## config.mk

```make
export PLATFORM = sky130hd
export DESIGN_NAME = j1a_bus_bridge
export DESIGN_NICKNAME = d
export VERILOG_FILES = /design/src/rtl/j1a_bus_bridge.sv
export SDC_FILE = /design/constraint.sdc
export NUM_CORES = 1
export LEC_CHECK = 0
export CORE_ASPECT_RATIO = 1.75
export CORE_UTILIZATION = 41
export CTS_BUF_LIST = sky130_fd_sc_hd__clkbuf_8
export DETAILED_ROUTE_END_ITERATION = 12
export GPL_TIMING_DRIVEN = 0
export PLACE_DENSITY = 0.83
export SLEW_MARGIN = 10
export SYNTH_ARGS = -nofsm -noshare
export SYNTH_HDL_FRONTEND = slang
export SYNTH_SLANG_ARGS = --single-unit
```

## constraint.sdc

```tcl
create_clock -name sys_clk_i -period 2.17 [get_ports sys_clk_i]
set_clock_uncertainty 0.15 [all_clocks]
set_input_delay 0.434 -clock sys_clk_i [delete_from_list [all_inputs] [get_ports sys_clk_i]]
set_output_delay 0.434 -clock sys_clk_i [all_outputs]
set_load 0.1 [all_outputs]
```

## src/rtl/j1a_bus_bridge.sv

```systemverilog
// j1a_bus_bridge: bus slave for the J1A CPU's lock-step instruction/data buses.
// One CPU strobe starts a program-ROM fetch and, optionally, one Wishbone data
// access. A single acknowledge pulse is returned once both have completed.
// Optional feature: define J1A_BRIDGE_TIMEOUT_EN to abort Wishbone cycles that
// wait TIMEOUT_CYCLES without wb_ack_i. The abort returns 16'hFFFF on reads and
// raises the sticky bus_err_o flag.
module j1a_bus_bridge #(
  parameter int TIMEOUT_CYCLES = 255
) (
  input  logic        sys_clk_i,
  input  logic        sys_res_n_i,
  input  logic [12:0] cpu_ins_adr_i,
  input  logic        cpu_ins_cyc_i,
  input  logic [14:0] cpu_dat_adr_i,
  input  logic [15:0] cpu_dat_dat_i,
  input  logic        cpu_dat_we_i,
  input  logic        cpu_dat_cyc_i,
  input  logic        cpu_stb_i,
  output logic        cpu_ack_o,
  output logic [15:0] cpu_ins_dat_o,
  output logic [15:0] cpu_dat_dat_o,
  output logic [12:0] rom_adr_o,
  input  logic [15:0] rom_dat_i,
  output logic [14:0] wb_adr_o,
  output logic [15:0] wb_dat_o,
  input  logic [15:0] wb_dat_i,
  output logic [1:0]  wb_sel_o,
  output logic        wb_we_o,
  output logic        wb_cyc_o,
  output logic        wb_stb_o,
  input  logic        wb_ack_i,
  output logic        bus_err_o
);

  typedef enum logic [1:0] {IDLE, RUN, ACK} state_t;

  state_t      state_reg, state_next;
  logic        ins_req_reg, dat_req_reg;
  logic        ins_done_reg, dat_done_reg;
  logic [12:0] rom_adr_reg;
  logic [14:0] wb_adr_reg;
  logic [15:0] wb_dat_reg;
  logic        wb_we_reg, wb_cyc_reg;
  logic [15:0] ins_dat_reg, dat_dat_reg;
  logic        start, wb_ack_seen, timeout_hit;
  logic        ins_done_next, dat_done_next;

  // A new transaction is accepted only from IDLE, which also guarantees the
  // dead cycle after every acknowledge.
  assign start       = (state_reg == IDLE) && cpu_stb_i;
  // Acks that arrive while no Wishbone cycle is open are ignored.
  assign wb_ack_seen = wb_cyc_reg & wb_ack_i;

  // The ROM presents its word in the first RUN cycle, so the fetch side is
  // always finished by the end of that cycle.
  assign ins_done_next = ins_done_reg | (state_reg == RUN);
  assign dat_done_next = dat_done_reg | wb_ack_seen | timeout_hit;

`ifdef J1A_BRIDGE_TIMEOUT_EN
  logic [7:0] tmo_cnt_reg;
  logic       bus_err_reg;

  // Timeout fires in the cycle the wait count reaches TIMEOUT_CYCLES; a
  // coincident ack takes priority.
  assign timeout_hit = wb_cyc_reg & ~wb_ack_i &
                       (tmo_cnt_reg == 8'(TIMEOUT_CYCLES - 1));

  // Wait-cycle counter, restarted whenever a new Wishbone cycle opens
  always_ff @(posedge sys_clk_i or negedge sys_res_n_i) begin
    if (!sys_res_n_i) begin
      tmo_cnt_reg <= 8'd0;
    end else if (start) begin
      tmo_cnt_reg <= 8'd0;
    end else if (wb_cyc_reg && !wb_ack_i) begin
      tmo_cnt_reg <= tmo_cnt_reg + 8'd1;
    end
  end

  // Sticky error flag, cleared only by reset
  always_ff @(posedge sys_clk_i or negedge sys_res_n_i) begin
    if (!sys_res_n_i) begin
      bus_err_reg <= 1'b0;
    end else if (timeout_hit) begin
      bus_err_reg <= 1'b1;
    end
  end

  assign bus_err_o = bus_err_reg;
`else
  logic [31:0] unused_timeout_cycles;

  assign unused_timeout_cycles = 32'(TIMEOUT_CYCLES);
  assign timeout_hit           = 1'b0;
  assign bus_err_o             = 1'b0;
`endif

  // FSM state register
  always_ff @(posedge sys_clk_i or negedge sys_res_n_i) begin
    if (!sys_res_n_i) begin
      state_reg <= IDLE;
    end else begin
      state_reg <= state_next;
    end
  end

  // Next-state logic: RUN lasts until every requested side has completed
  always_comb begin
    state_next = state_reg;
    case (state_reg)
      IDLE: if (cpu_stb_i) state_next = RUN;
      RUN: begin
        if ((ins_done_next | ~ins_req_reg) & (dat_done_next | ~dat_req_reg)) begin
          state_next = ACK;
        end
      end
      ACK:     state_next = IDLE;
      default: state_next = IDLE;
    endcase
  end

  // Latch the CPU request, capture ROM/Wishbone data and close the Wishbone cycle
  always_ff @(posedge sys_clk_i or negedge sys_res_n_i) begin
    if (!sys_res_n_i) begin
      ins_req_reg  <= 1'b0;
      dat_req_reg  <= 1'b0;
      ins_done_reg <= 1'b0;
      dat_done_reg <= 1'b0;
      rom_adr_reg  <= 13'd0;
      wb_adr_reg   <= 15'd0;
      wb_dat_reg   <= 16'd0;
      wb_we_reg    <= 1'b0;
      wb_cyc_reg   <= 1'b0;
      ins_dat_reg  <= 16'd0;
      dat_dat_reg  <= 16'd0;
    end else if (start) begin
      ins_req_reg  <= cpu_ins_cyc_i;
      dat_req_reg  <= cpu_dat_cyc_i;
      ins_done_reg <= 1'b0;
      dat_done_reg <= 1'b0;
      rom_adr_reg  <= cpu_ins_adr_i;
      wb_adr_reg   <= cpu_dat_adr_i;
      wb_dat_reg   <= cpu_dat_dat_i;
      wb_we_reg    <= cpu_dat_cyc_i & cpu_dat_we_i;
      wb_cyc_reg   <= cpu_dat_cyc_i;
    end else if (state_reg == RUN) begin
      ins_done_reg <= ins_done_next;
      dat_done_reg <= dat_done_next;
      if (!ins_done_reg) begin
        ins_dat_reg <= rom_dat_i;
      end
      if (wb_ack_seen) begin
        wb_cyc_reg <= 1'b0;
        wb_we_reg  <= 1'b0;
        if (!wb_we_reg) dat_dat_reg <= wb_dat_i;
      end else if (timeout_hit) begin
        wb_cyc_reg <= 1'b0;
        wb_we_reg  <= 1'b0;
        if (!wb_we_reg) dat_dat_reg <= 16'hFFFF;
      end
    end
  end

  assign cpu_ack_o     = (state_reg == ACK);
  assign cpu_ins_dat_o = ins_dat_reg;
  assign cpu_dat_dat_o = dat_dat_reg;
  assign rom_adr_o     = rom_adr_reg;
  assign wb_adr_o      = wb_adr_reg;
  assign wb_dat_o      = wb_dat_reg;
  assign wb_sel_o      = 2'b11;
  assign wb_we_o       = wb_we_reg;
  assign wb_cyc_o      = wb_cyc_reg;
  assign wb_stb_o      = wb_cyc_reg;

endmodule
```

==> Flow_metrics.wiki, run 1 <==
{| class="wikitable"
! Metric !! Value
|-
| Root Buffer || sky130_fd_sc_hd__clkbuf_8
|-
| Sink count of the clock tree || 83
|-
| Yosys Warn Count || 0
|-
| Pre-antenna DRT Iters || 4
|-
| Status || finished, final reports clean
|-
| Pre-CTS worst setup slack || -218 ps
|-
| Clock latency on the worst-skew pair || 350 ps
|-
| Mean area per synthesized cell || 16.6 µm²
|-
| P&R area growth vs syn || 57.9%
|-
| Number of endpoints with negative hold slack in the final report || 0
|-
| Final Critical Period || 2140 ps
|-
| Synthesized area || 3180 µm²
|-
| Remaining global-route overflow || 0
|-
| Max-capacitance violation count || 0
|-
| Slew Limit Headroom || 0.336
|-
| Number of flops mapped to enable cells by yosys || 0
|-
| Critical Path, Cell by Cell || clkdlybuf4s15_1
|-
| Peak fanout along the critical path || 2
|-
| Main flop type after synthesis || sky130_fd_sc_hd__dfrtp_1
|-
| Antenna diodes || 0
|-
| CP Buf/Inv Count || 1
|-
| Minimum setup slack among reg-to-reg paths || 360 ps
|-
| Unique masters post-synth || 21
|-
| Top cells by area in the synthesized netlist || sky130_fd_sc_hd__dfrtp_1 (65%), sky130_fd_sc_hd__mux2_2 (27%), sky130_fd_sc_hd__buf_6 (1.4%), sky130_fd_sc_hd__buf_4 (1.2%), sky130_fd_sc_hd__a22o_1 (0.55%)
|-
| Max-slew violation total from the final report || 0
|-
| Met1 global-route usage || 0.203
|-
| Capturing element type of the critical path || output port
|-
| Placer congestion estimate || 0.738
|-
| Worst EP arrival || 1550 ps
|-
| Ranking of synthesized cells by instance count || sky130_fd_sc_hd__dfrtp_1 (83), sky130_fd_sc_hd__mux2_2 (77), sky130_fd_sc_hd__buf_4 (5)
|-
| Largest net degree at the start of global routing || 43
|-
| Met3 routing resource usage after global routing || 0.0386
|-
| Synth Register Bits || 83
|-
| Worst hold slack || 345 ps
|-
| Max clock buf depth || 2
|-
| Final setup fails || 0
|-
| Number of buffers created by CTS || 9
|-
| Dominant cell by count in the synthesized netlist || sky130_fd_sc_hd__dfrtp_1
|-
| Remaining antenna violation count || 0
|-
| Area share of the largest cell type after synthesis || 0.654
|-
| Via/cell ratio || 4.74
|-
| Category of cells accounting for the largest share of critical-path delay || buffers and inverters
|-
| Remaining routing DRC violations || 0
|-
| Std cell rows || 42
|-
| Synth Instances || 192
|-
| Die X || 68.6 µm
|-
| CTS H-tree lvls || 3
|-
| Setup repair after global routing missed its margin || false
|-
| Longest individual stage delay on the worst path || 850 ps
|-
| Highest attainable clock frequency || 468 MHz
|-
| Core region area || 7510 µm²
|-
| Async S/R FF share, synth || 1.00
|-
| Total Routed Length || 7240 µm
|-
| CTS tree || yes
|-
| Vias in the first global route || 2302
|-
| Post-route clock period utilization || 0.985
|-
| Initial antenna violation count || 0
|-
| Wire per inst || 15.8 µm
|-
| Layer carrying the most global-route usage || met2
|-
| First-pass GRT wire length || 11200 µm
|-
| Chip height || 118 µm
|-
| Total via count in the routed design || 2172
|-
| Transition time at the pin with the least slew margin || 999 ps
|-
| Violation count after the first detailed-routing iteration || 85
|-
| Die footprint || 8120 µm²
|-
| Post-CTS Setup Repair Bufs || 0
|-
| Reg clk slew, reported paths || 80 ps
|-
| Crit path launch type || register
|-
| Standard cell with the maximum stage delay on the critical path || sky130_fd_sc_hd__clkdlybuf4s15_1
|-
| Type of the worst min-delay path || reg2reg
|-
| DPL Wire Length || 5490 µm
|-
| Sequential fraction of the synthesis area || 0.654
|-
| Number of ports placed on the die boundary || 166
|-
| Fraction of layout cells with a size suffix above 1 || 0.354
|-
| Initial standard-cell utilization of the core || 0.423
|-
| Setup total negative slack || 0 ps
|-
| Crit path setup slack, layout || 33.6 ps
|-
| Met2 routing resource usage after global routing || 0.335
|-
| Critical path type || reg2out
|-
| Port bufs || 161
|-
| Worst Path Required || 1590 ps
|-
| Biggest area consumer among synthesized cells || sky130_fd_sc_hd__dfrtp_1
|-
| Total number of nets in the final design || 450
|-
| Overall global routing resource usage || 0.195
|}
-- repair_timing --
item                                   CTS  global route
resized for setup                      124            54
pin swaps                                0             0
endpoints found under the hold margin   41             0
setup endpoints to repair               80            50
hold buffers                             1             0
-- cells in the final DEF (no fill, tap or decap) --
cell type / synthesis / final
sky130_fd_sc_hd__dfrtp_1: 83 / 82
sky130_fd_sc_hd__clkdlybuf4s50_1: 0 / 80
sky130_fd_sc_hd__mux2_2: 77 / 77
sky130_fd_sc_hd__clkdlybuf4s15_1: 0 / 46
sky130_fd_sc_hd__clkbuf_2: 0 / 20
sky130_fd_sc_hd__clkbuf_8: 0 / 9
sky130_fd_sc_hd__dlygate4sd2_1: 0 / 9
sky130_fd_sc_hd__buf_4: 5 / 6
sky130_fd_sc_hd__buf_6: 4 / 4
sky130_fd_sc_hd__clkdlybuf4s15_2: 0 / 4
sky130_fd_sc_hd__inv_1: 1 / 3
sky130_fd_sc_hd__nand2_1: 3 / 3
sky130_fd_sc_hd__buf_2: 2 / 3
sky130_fd_sc_hd__conb_1: 2 / 3
sky130_fd_sc_hd__nand2b_1: 2 / 2
sky130_fd_sc_hd__a22o_1: 2 / 2
sky130_fd_sc_hd__bufinv_16: 0 / 2
sky130_fd_sc_hd__and2b_1: 1 / 1
sky130_fd_sc_hd__nor2_1: 1 / 1
sky130_fd_sc_hd__nand2b_4: 1 / 1
sky130_fd_sc_hd__nor2_2: 1 / 1
sky130_fd_sc_hd__nand4_1: 1 / 1
sky130_fd_sc_hd__a21oi_1: 1 / 1
sky130_fd_sc_hd__nor3_4: 1 / 1
sky130_fd_sc_hd__a31oi_1: 1 / 1
sky130_fd_sc_hd__o21ai_0: 1 / 1
sky130_fd_sc_hd__o22a_1: 1 / 1
sky130_fd_sc_hd__a32o_1: 1 / 1
sky130_fd_sc_hd__clkinv_2: 0 / 1
sky130_fd_sc_hd__dlygate4sd3_1: 0 / 1
sky130_fd_sc_hd__buf_12: 0 / 1
sky130_fd_sc_hd__dfrtp_2: 0 / 1
-- per-layer routing --
metal	vias to the layer above	part of all wire
met2	88	0.55
li1	1014	-
met5	-	0
met3	14	0.059
met1	1056	0.36
met4	0	0.030
-- layout make-up --
type / count / area (µm²)
clock buffer: 9 / 124
tap: 88 / 110
clock inverter: 5 / 72.6
multi-input combinational: 98 / 1010
buffer: 11 / 92.6
fill: 575 / 2500
inverter: 1 / 3.75
sequential: 83 / 2080
timing repair buffer: 163 / 1530
-- through the flow --
stage          utilization  cells  cell area, µm²
2_1_floorplan            -    193            3180
3_3_place_gp         0.653    442            4900
3_5_place_dp         0.655    443            4920
4_1_cts              0.675    458            5070
5_1_grt              0.668    458            5020
6_report             0.668    458            5020
-- final timing paths --
path,start,to,cells after the start
max reg2reg,state_reg[1]$_DFFE_PN0P_,cpu_dat_dat_o[11]$_DFFE_PN0P_,4
min reg2reg,state_reg[1]$_DFFE_PN0P_,state_reg[0]$_DFFE_PN0P_,1
max in group asynchronous,sys_res_n_i,wb_cyc_o$_DFFE_PN0P_,3
min,state_reg[1]$_DFFE_PN0P_,state_reg[0]$_DFFE_PN0P_,1
max,wb_dat_o[12]$_DFFE_PN0P_,wb_dat_o[12],1
min in group asynchronous,sys_res_n_i,cpu_ins_dat_o[9]$_DFFE_PN0P_,2
-- cells by family (layout without fill, tap and decap cells) --
| group | count (synthesis) | in the layout | synth area share |
|---|---|---|---|
| AO/OA/AOI/OAI | 7 | 7 | 0.0165 |
| buffers and inverters | 12 | 189 | 0.0303 |
| flip-flops | 83 | 83 | 0.654 |
| multiplexers | 77 | 77 | 0.273 |
| other | 2 | 3 | 0.00236 |
| AND/OR/NAND/NOR | 11 | 11 | 0.0244 |
Power of run 1 is not shown: default switching activity piles up to over one toggle a cycle in this logic, so the estimate is an artifact.
==> inputs of run 2 (changes only) <==
Settings changed: TNS_END_PERCENT set to 1.
==> Flow_metrics.wiki, run 2 (synthesized netlist as in run 1, its figures left out) <==
{| class="wikitable"
! Metric !! Value
|-
| Via/cell ratio || 4.74
|-
| Die X || 68.6 µm
|-
| Placer congestion estimate || 0.738
|-
| Longest individual stage delay on the worst path || 850 ps
|-
| Total number of nets in the final design || 450
|-
| Transition time at the pin with the least slew margin || 999 ps
|-
| Register cell area after layout || 2080 µm²
|-
| Number of cells on the critical path || 1
|-
| Vias in the first global route || 2302
|-
| Remaining antenna violation count || 0
|-
| CP endpoint || wb_dat_o[12]
|-
| Antenna diodes || 0
|-
| Critical Path, Cell by Cell || clkdlybuf4s15_1
|-
| Type of the worst min-delay path || reg2reg
|-
| Die footprint || 8120 µm²
|-
| Minimum setup slack among reg-to-reg paths || 360 ps
|-
| Number of ports placed on the die boundary || 166
|-
| Fraction of layout cells with a size suffix above 1 || 0.351
|-
| Area of the multi-input gates || 1010 µm²
|-
| Setup repair after global routing missed its margin || true
|-
| Worst EP arrival || 1550 ps
|-
| CTS H-tree lvls || 3
|-
| Clock latency on the worst-skew pair || 350 ps
|-
| Number of endpoints with negative hold slack in the final report || 0
|-
| CTS tree || yes
|-
| Crit path launch type || register
|-
| Max-capacitance violation count || 0
|-
| Largest net degree at the start of global routing || 43
|-
| Peak fanout along the critical path || 2
|-
| Chip height || 118 µm
|-
| Startpoint of the lowest-slack register-to-register path || state_reg[1]$_DFFE_PN0P_
|-
| Final setup fails || 0
|-
| Commonest non-fill, non-tap cells in the layout || sky130_fd_sc_hd__dfrtp_1 (82), sky130_fd_sc_hd__clkdlybuf4s50_1 (80), sky130_fd_sc_hd__mux2_2 (77)
|-
| Standard cell with the maximum stage delay on the critical path || sky130_fd_sc_hd__clkdlybuf4s15_1
|-
| First-pass GRT wire length || 11200 µm
|-
| Post-route clock period utilization || 0.985
|-
| Core region area || 7510 µm²
|-
| Fill cell total of the finished layout || 576
|-
| Critical R2R Capture || cpu_dat_dat_o[11]$_DFFE_PN0P_
|-
| Number of cells on the worst hold path || 1
|-
| Pre-CTS worst setup slack || -218 ps
|-
| Sink count of the clock tree || 83
|-
| Number of buffers created by CTS || 9
|-
| Std cell rows || 42
|-
| Violation count after the first detailed-routing iteration || 84
|-
| Highest attainable clock frequency || 468 MHz
|-
| Root Buffer || sky130_fd_sc_hd__clkbuf_8
|-
| Worst Path Required || 1590 ps
|-
| Total via count in the routed design || 2172
|-
| Critical path type || reg2out
|-
| Crit path setup slack, layout || 33.6 ps
|-
| Capturing element type of the critical path || output port
|-
| P&R area growth vs syn || 57.9%
|-
| Slew Limit Headroom || 0.336
|-
| Initial standard-cell utilization of the core || 0.423
|-
| Port bufs || 161
|-
| CP Buf/Inv Count || 1
|-
| Max-slew violation total from the final report || 0
|-
| Most common cell after layout, fill and taps aside || sky130_fd_sc_hd__dfrtp_1
|-
| Overall global routing resource usage || 0.195
|-
| Remaining global-route overflow || 0
|-
| Status || finished, final reports clean
|-
| Max clock buf depth || 2
|-
| Pre-antenna DRT Iters || 4
|-
| Reg clk slew, reported paths || 80 ps
|-
| Wire per inst || 15.8 µm
|-
| Category of cells accounting for the largest share of critical-path delay || buffers and inverters
|-
| Total Routed Length || 7230 µm
|-
| Initial antenna violation count || 0
|-
| Depth of the most critical reg-to-reg path || 4
|-
| Remaining routing DRC violations || 0
|-
| Final Critical Period || 2140 ps
|-
| DPL Wire Length || 5490 µm
|-
| Worst setup startpoint || wb_dat_o[12]$_DFFE_PN0P_
|}
## run 2: per-stage QoR
stage / area [µm²] / utilization / setup TNS [ps] / cells / hold slack (ps)
floorplan: 3180 / - / 0 / 193 / -11.6
global placement: 4900 / 0.653 / -197040 / 442 / 316
detailed placement: 4920 / 0.655 / -1310 / 443 / 297
CTS: 5070 / 0.675 / 0 / 458 / 345
global route: 5020 / 0.668 / -0.345 / 458 / 372
finish: 5020 / 0.668 / 0 / 458 / 345
## run 2: worst min-delay path by stage
stage                     slack [ps]                    startpoint                            to
after floorplan                  -10                   sys_res_n_i  cpu_dat_dat_o[0]$_DFFE_PN0P_
after global placement           320      state_reg[1]$_DFFE_PN0P_      state_reg[0]$_DFFE_PN0P_
after detailed placement         300                   sys_res_n_i  cpu_ins_dat_o[9]$_DFFE_PN0P_
after CTS                        350      state_reg[1]$_DFFE_PN0P_      state_reg[0]$_DFFE_PN0P_
after global routing             370  cpu_dat_dat_o[2]$_DFFE_PN0P_  cpu_dat_dat_o[2]$_DFFE_PN0P_
final                            340      state_reg[1]$_DFFE_PN0P_      state_reg[0]$_DFFE_PN0P_
## run 2: layout make-up
cell class,instances,share of cell area
inverters,1,0.000748
repair buffers,163,0.305
flip-flops and latches,83,0.414
multi-input cells,98,0.201
clock inverters,5,0.0145
plain buffers,11,0.0184
clock buffers,9,0.0247
well taps,88,0.0219
## run 2: repair_timing
action / CTS / global route
pin swaps: 0 / 0
hold endpoints to repair: 41 / 0
resized for setup: 123 / 53
gates cloned: 0 / 0
hold buffers: 1 / 0
buffers inserted: 0 / 0
endpoints found under the setup margin: 80 / 50
## run 2: metal layers
metal	global-route usage	part of all wire
met3	0.0386	0.059
met2	0.335	0.55
met1	0.203	0.36
met4	0.124	0.030
met5	0	0
Power of run 2 is left out for the same reason.
